### src/rtl/dfe_pam4_slicer.sv
// PAM-4 decision-feedback equalizer: subtract weighted past decisions, slice, register one cycle later.
// Optional sign-sign LMS tap adaptation when DFE_ADAPT_EN is defined; no backpressure.
module dfe_pam4_slicer #(
  parameter int SIGNAL_RESOLUTION = 8,
  parameter int SYMBOL_SEPERATION = 56,
  parameter int DFE_TAPS          = 3,
  parameter int TAP_RESOLUTION    = 8,
  parameter int TAP_FRAC          = 6,
  parameter int ADAPT_DECIM       = 0,
  localparam int AW = (DFE_TAPS > 1) ? $clog2(DFE_TAPS) : 1
) (
  input  logic                                       clk,
  input  logic                                       rst,
  input  logic signed [SIGNAL_RESOLUTION-1:0]        signal_in,
  input  logic                                       signal_in_valid,
  input  logic                                       tap_wr_en,
  input  logic [AW-1:0]                              tap_wr_addr,
  input  logic signed [TAP_RESOLUTION-1:0]           tap_wr_data,
  input  logic                                       adapt_freeze,
  output logic [1:0]                                 symbol_out,
  output logic                                       symbol_out_valid,
  output logic signed [SIGNAL_RESOLUTION-1:0]        eq_out,
  output logic [DFE_TAPS*TAP_RESOLUTION-1:0]         tap_out
);
  localparam int SR   = SIGNAL_RESOLUTION;
  localparam int TR   = TAP_RESOLUTION;
  localparam int PW   = TR + SR;
  localparam int SW   = PW + $clog2(DFE_TAPS) + 1;
  localparam int EW   = SW + 1;
  localparam int CW   = $clog2(DFE_TAPS + 1);
  localparam int SEP  = SYMBOL_SEPERATION;
  localparam int L_LO = SEP / 2;
  localparam int L_HI = (3 * SEP) / 2;
  localparam logic signed [EW-1:0] EQ_MAX = EW'((2 ** (SR - 1)) - 1);
  localparam logic signed [EW-1:0] EQ_MIN = EW'(-(2 ** (SR - 1)));

  typedef enum logic {WARMUP, RUN} state_t;

  logic signed [TR-1:0] taps [DFE_TAPS];
  logic signed [SR-1:0] hist [DFE_TAPS];
  logic signed [PW-1:0] prod [DFE_TAPS];
  logic signed [SW-1:0] fb;
  logic signed [SW-1:0] fb_shr;
  logic signed [EW-1:0] eq_full;
  logic signed [SR-1:0] eq;
  logic signed [SR-1:0] lvl;
  logic [1:0]           sym;
  state_t               state, state_nxt;
  logic [CW-1:0]        warm_cnt, warm_cnt_nxt;

  function automatic logic signed [SR-1:0] sym_level(input logic [1:0] s);
    case (s)
      2'd0:    sym_level = SR'(-L_HI);
      2'd1:    sym_level = SR'(-L_LO);
      2'd2:    sym_level = SR'(L_LO);
      default: sym_level = SR'(L_HI);
    endcase
  endfunction

  // Feedback loop: purely combinational from the registered history to the next decision.
  always_comb begin
    fb = '0;
    for (int i = 0; i < DFE_TAPS; i++) begin
      prod[i] = PW'(taps[i]) * PW'(hist[i]);
      fb      = fb + SW'(prod[i]);
    end
    fb_shr  = fb >>> TAP_FRAC;
    eq_full = EW'(signal_in) - EW'(fb_shr);
    if (eq_full > EQ_MAX)      eq = {1'b0, {(SR-1){1'b1}}};
    else if (eq_full < EQ_MIN) eq = {1'b1, {(SR-1){1'b0}}};
    else                       eq = eq_full[SR-1:0];
    if (int'(eq) >= SEP)       sym = 2'd3;
    else if (int'(eq) >= 0)    sym = 2'd2;
    else if (int'(eq) >= -SEP) sym = 2'd1;
    else                       sym = 2'd0;
    lvl = sym_level(sym);
  end

  always_comb begin
    tap_out = '0;
    for (int i = 0; i < DFE_TAPS; i++) tap_out[i*TR +: TR] = taps[i];
  end

  always_ff @(posedge clk) begin
    if (rst) begin
      state    <= WARMUP;
      warm_cnt <= '0;
    end else begin
      state    <= state_nxt;
      warm_cnt <= warm_cnt_nxt;
    end
  end

  always_comb begin
    state_nxt    = state;
    warm_cnt_nxt = warm_cnt;
    if (state == WARMUP && signal_in_valid) begin
      warm_cnt_nxt = warm_cnt + CW'(1);
      if (warm_cnt_nxt == CW'(DFE_TAPS)) state_nxt = RUN;
    end
  end

`ifdef DFE_ADAPT_EN
  localparam int DW = (ADAPT_DECIM > 0) ? ADAPT_DECIM : 1;
  localparam logic signed [TR-1:0] TAP_MAX = {1'b0, {(TR-1){1'b1}}};
  localparam logic signed [TR-1:0] TAP_MIN = {1'b1, {(TR-1){1'b0}}};

  logic [DW-1:0]        dcnt;
  logic                 adapt_go;
  logic signed [SR:0]   err;
  logic signed [TR-1:0] taps_adapt [DFE_TAPS];

  assign err      = {eq[SR-1], eq} - {lvl[SR-1], lvl};
  assign adapt_go = signal_in_valid && (state == RUN) && !adapt_freeze &&
                    ((ADAPT_DECIM == 0) || (dcnt == {DW{1'b1}}));

  // Sign-sign step: move each tap toward decorrelating the error from its decision.
  always_comb begin
    for (int i = 0; i < DFE_TAPS; i++) begin
      taps_adapt[i] = taps[i];
      if (adapt_go && err != '0 && hist[i] != '0) begin
        if (err[SR] == hist[i][SR-1]) begin
          if (taps[i] != TAP_MAX) taps_adapt[i] = taps[i] + TR'(1);
        end else begin
          if (taps[i] != TAP_MIN) taps_adapt[i] = taps[i] - TR'(1);
        end
      end
    end
  end

  always_ff @(posedge clk) begin
    if (rst)                  dcnt <= '0;
    else if (signal_in_valid) dcnt <= dcnt + DW'(1);
  end
`else
  logic unused_freeze;
  assign unused_freeze = adapt_freeze;
`endif

  always_ff @(posedge clk) begin
    if (rst) begin
      symbol_out       <= '0;
      eq_out           <= '0;
      symbol_out_valid <= 1'b0;
      for (int i = 0; i < DFE_TAPS; i++) begin
        taps[i] <= '0;
        hist[i] <= '0;
      end
    end else begin
      symbol_out_valid <= signal_in_valid;
      if (signal_in_valid) begin
        symbol_out <= sym;
        eq_out     <= eq;
        hist[0]    <= lvl;
        for (int i = 1; i < DFE_TAPS; i++) hist[i] <= hist[i-1];
      end
      // Host write to a tap takes priority over adaptation of that same tap.
      for (int i = 0; i < DFE_TAPS; i++) begin
        if (tap_wr_en && tap_wr_addr == AW'(i)) taps[i] <= tap_wr_data;
`ifdef DFE_ADAPT_EN
        else taps[i] <= taps_adapt[i];
`endif
      end
    end
  end
endmodule

### config.mk
export PLATFORM = sky130hd
export DESIGN_NAME = dfe_pam4_slicer
export DESIGN_NICKNAME = d
export VERILOG_FILES = /design/src/rtl/dfe_pam4_slicer.sv
export SDC_FILE = /design/constraint.sdc
export NUM_CORES = 1
export LEC_CHECK = 0
export CORE_ASPECT_RATIO = 1.5
export CORE_UTILIZATION = 50
export CTS_CLUSTER_SIZE = 8
export DETAILED_ROUTE_END_ITERATION = 6
export GPL_TIMING_DRIVEN = 0
export HOLD_SLACK_MARGIN = 0.15
export PLACE_DENSITY_LB_ADDON = 0.3
export SLEW_MARGIN = 20
export SYNTH_ARGS = -nofsm -noshare
export SYNTH_HDL_FRONTEND = slang
export SYNTH_SLANG_ARGS = --single-unit
### constraint.sdc
create_clock -name clk -period 9.93 [get_ports clk]
set_input_delay 0.993 -clock clk [delete_from_list [all_inputs] [get_ports clk]]
set_output_delay 0.993 -clock clk [all_outputs]
set_load 0.01 [all_outputs]
==> impl_metrics.csv <==
group,metric,value,unit
clock_tree,cts.sink_count,50,
clock_tree,cts_resized,0,
outcome,status,"finished clean",
clock_tree,post_cts_buffers,0,
clock_tree,cts_tree,"done",
floorplan,number_of_top_level_design_ports,58,
cells_and_area,fin_util,0.574,
cells_and_area,net_count_of_the_finished_layout,1218,
grt,grt_overflow_total,0,
cells_and_area,layout.cells.non_filler,1160,
placed_design,placed_cells,1152,
timing,achievable-frequency,0.108,GHz
grt,busiest_layer,"met2",
yosys,synth_fp_nets,1154,
clock_tree,clock_tree.htree_level_count,2,
timing,rsz0062_at_grt,"false",
worst_setup_path,critPathCaptureType,"register",
grt,grt_use_total,0.249,
floorplan,floorplan.rows,58,
yosys,yosysUniqueCellTypes,53,
timing,fin_skew,0.00537,ns
routing,wirelength,19900,um
timing,hold_violations,0,
routing,wl_per_cell,17.2,um
clock_tree,cts.reportedPaths.clkPinSlew,0.07,ns
yosys,ys_ff_latch,50,
timing,final.min_clock_period,9.28,ns
yosys,syn_inst,885,
worst_setup_path,worst-path-max-fanout,10,
worst_setup_path,crit_required,10.12,ns
timing,totalNegativeSetupSlack,0,ns
floorplan,fp.dieArea,17800,um2
cells_and_area,area_delta_synth_final,11.8,%
yosys,synth_warnings,0,
placed_design,port_buffers,55,
grt,grt_start_max_net_pins,18,
yosys,synth-async-reset-ratio,0,
floorplan,design.core.area,16800,um2
cells_and_area,most_common_cell_after_layout_fill_and_taps_aside,"inv_1",
job,max_cap_violations,0,
grt,met2_usage,0.454,
clock_tree,ctsRootBufferMaster,"clkbuf_16",
routing,detail_route.first_pass.iterations,5,
timing,final-max-slew-violation-count,0,
grt,antenna_violations_before_repair,0,
grt,grt_first_pass_wirelength,33300,um
routing,post-route-drc-count,0,
cells_and_area,drive_gt1_frac,0.0274,
clock_tree,cts.path.max_buffers,2,
cells_and_area,antenna_cells_inserted,0,
worst_setup_path,critPathLaunchType,"register",
floorplan,start_util,0.513,
floorplan,die_y,163,um
floorplan,die_w,109,um
worst_setup_path,cpMostUsedCell,"fa_1",
grt,first_global_vias,6639,
min_path,hold_class,"reg2reg",
yosys,number_of_enable_type_register_cells_in_the_synthesized_netlist,39,
worst_setup_path,timing.critical_path.slowest_cell_delay,0.55,ns
placed_design,detailed_place_hpwl,17000,um
worst_setup_path,critPathArrivalTime,9.47,ns
grt,grtUsageMet1,0.290,
routing,final_antenna_net_count,0,
worst_setup_path,timing.critical_path.slowest_stage_cell,"edfxtp_1",
cells_and_area,layout.cells.most_common_list,"222 x inv_1, 160 x fa_1, 86 x ha_1",
routing,num_vias,6092,
grt,globalRouteMet3Util,0.0184,
clock_tree,clock_insertion_delay_worst_skew,0.30,ns
routing,drt_iter0_drc,388,
yosys,synth_seq_area_share,0.161,
clock_tree,numCtsBuffers,5,
timing,timing.final.crit_share,0.934,
yosys,dominantRegCellSynth,"edfxtp_1",
yosys,netlist_area,8640,um2
timing,timing.max_slew.rel_slack,0.457,
timing,tightest_slew,0.801,ns
routing,mean_number_of_vias_per_cell,5.25,
clock_tree,cts-hold-fix-buffers,0,
placed_design,globalplace.congestion,0.892,
yosys,avgSynthCellArea,9.77,um2
worst_setup_path,timing.setup.critical_path_class,"reg2reg",
timing,report.final.setup_viol,0,
==> synthesized netlist by cell type, drive strengths merged (3+ instances only) <==
library cell	count	area share
inv	222	0.096
fa	160	0.37
and2	86	0.063
ha	86	0.12
nand2	71	0.031
edfxtp	39	0.14
nor2	28	0.012
a21oi	24	0.014
nor2b	20	0.014
xnor2	17	0.017
clkbuf	13	0.0056
o21ai	12	0.0069
dfxtp	11	0.025
a21o	8	0.0069
nand2b	8	0.0058
xor2	7	0.0071
nor3	6	0.0041
a31o	5	0.0051
a211o	4	0.0041
a22o	4	0.0041
a31oi	4	0.0029
and3	4	0.0029
nand3b	4	0.0035
a211oi	3	0.0026
nand3	3	0.0017
nand4	3	0.0022
o21a	3	0.0026
o31ai	3	0.0026
or3	3	0.0022
or4	3	0.0035
==> critical path, delay by kind of cell (launching register included) <==
| family | cells | cell delay (ns) |
|---|---|---|
| buf+inv | 6 | 0.99 |
| simple gates | 6 | 1.32 |
| flops | 1 | 0.55 |
| compound gates | 9 | 2.01 |
| fa+ha+maj | 9 | 4.28 |
==> layer usage <==
layer / up-vias / part of all wire
li1: 2852 / -
met1: 3065 / 0.38
met2: 119 / 0.54
met3: 56 / 0.027
met4: 0 / 0.054
met5: - / 0
==> worst paths after layout <==
check               to  slack (ns)  depth (start not counted)   startpoint
min          eq_out[7]        0.45                          1    eq_out[7]
min reg2reg  eq_out[7]        0.45                          1    eq_out[7]
max reg2reg  eq_out[4]        0.65                         30  hist[0][15]
max          eq_out[4]        0.65                         30  hist[0][15]
==> flip-flops by register name (all words and copies together), names as in the netlist <==
name / count
eq_out: 8
taps: 24
hist: 15
symbol_out_valid: 1
symbol_out: 2
==> cell type report <==
class | instances | area [um2]
clock inverter | 3 | 48.8
timing repair buffer | 57 | 566
fill | 1517 | 7170
multi-input combinational | 598 | 6370
inverter | 223 | 837
buffer | 14 | 60.1
tap | 210 | 263
clock buffer | 5 | 125
sequential | 50 | 1390
==> cell families after synthesis <==
group                      after synthesis  share of synthesized area
DFF                                     50                      0.161
muxes                                    1                    0.00116
and+or+nand+nor                        245                      0.151
xor gates and xnor gates                24                     0.0243
adders and majority gates              246                      0.495
AOI/OAI and AO/OA                       82                     0.0638
buffers and inverters                  237                      0.104
==> through the flow <==
step	setup slack (ns)	cell area [um2]	hold slack, ns
2_1_floorplan	1.79	8640	0.467
6_report	0.650	9660	0.450
4_1_cts	0.723	9660	0.452
5_1_grt	0.135	9660	0.466
3_5_place_dp	0.759	9490	0.440
3_3_place_gp	0.830	9460	0.432
Power is left out: the tool's default activity adds up to more than one toggle a clock period on the data nets, which glitch-free logic cannot reach.
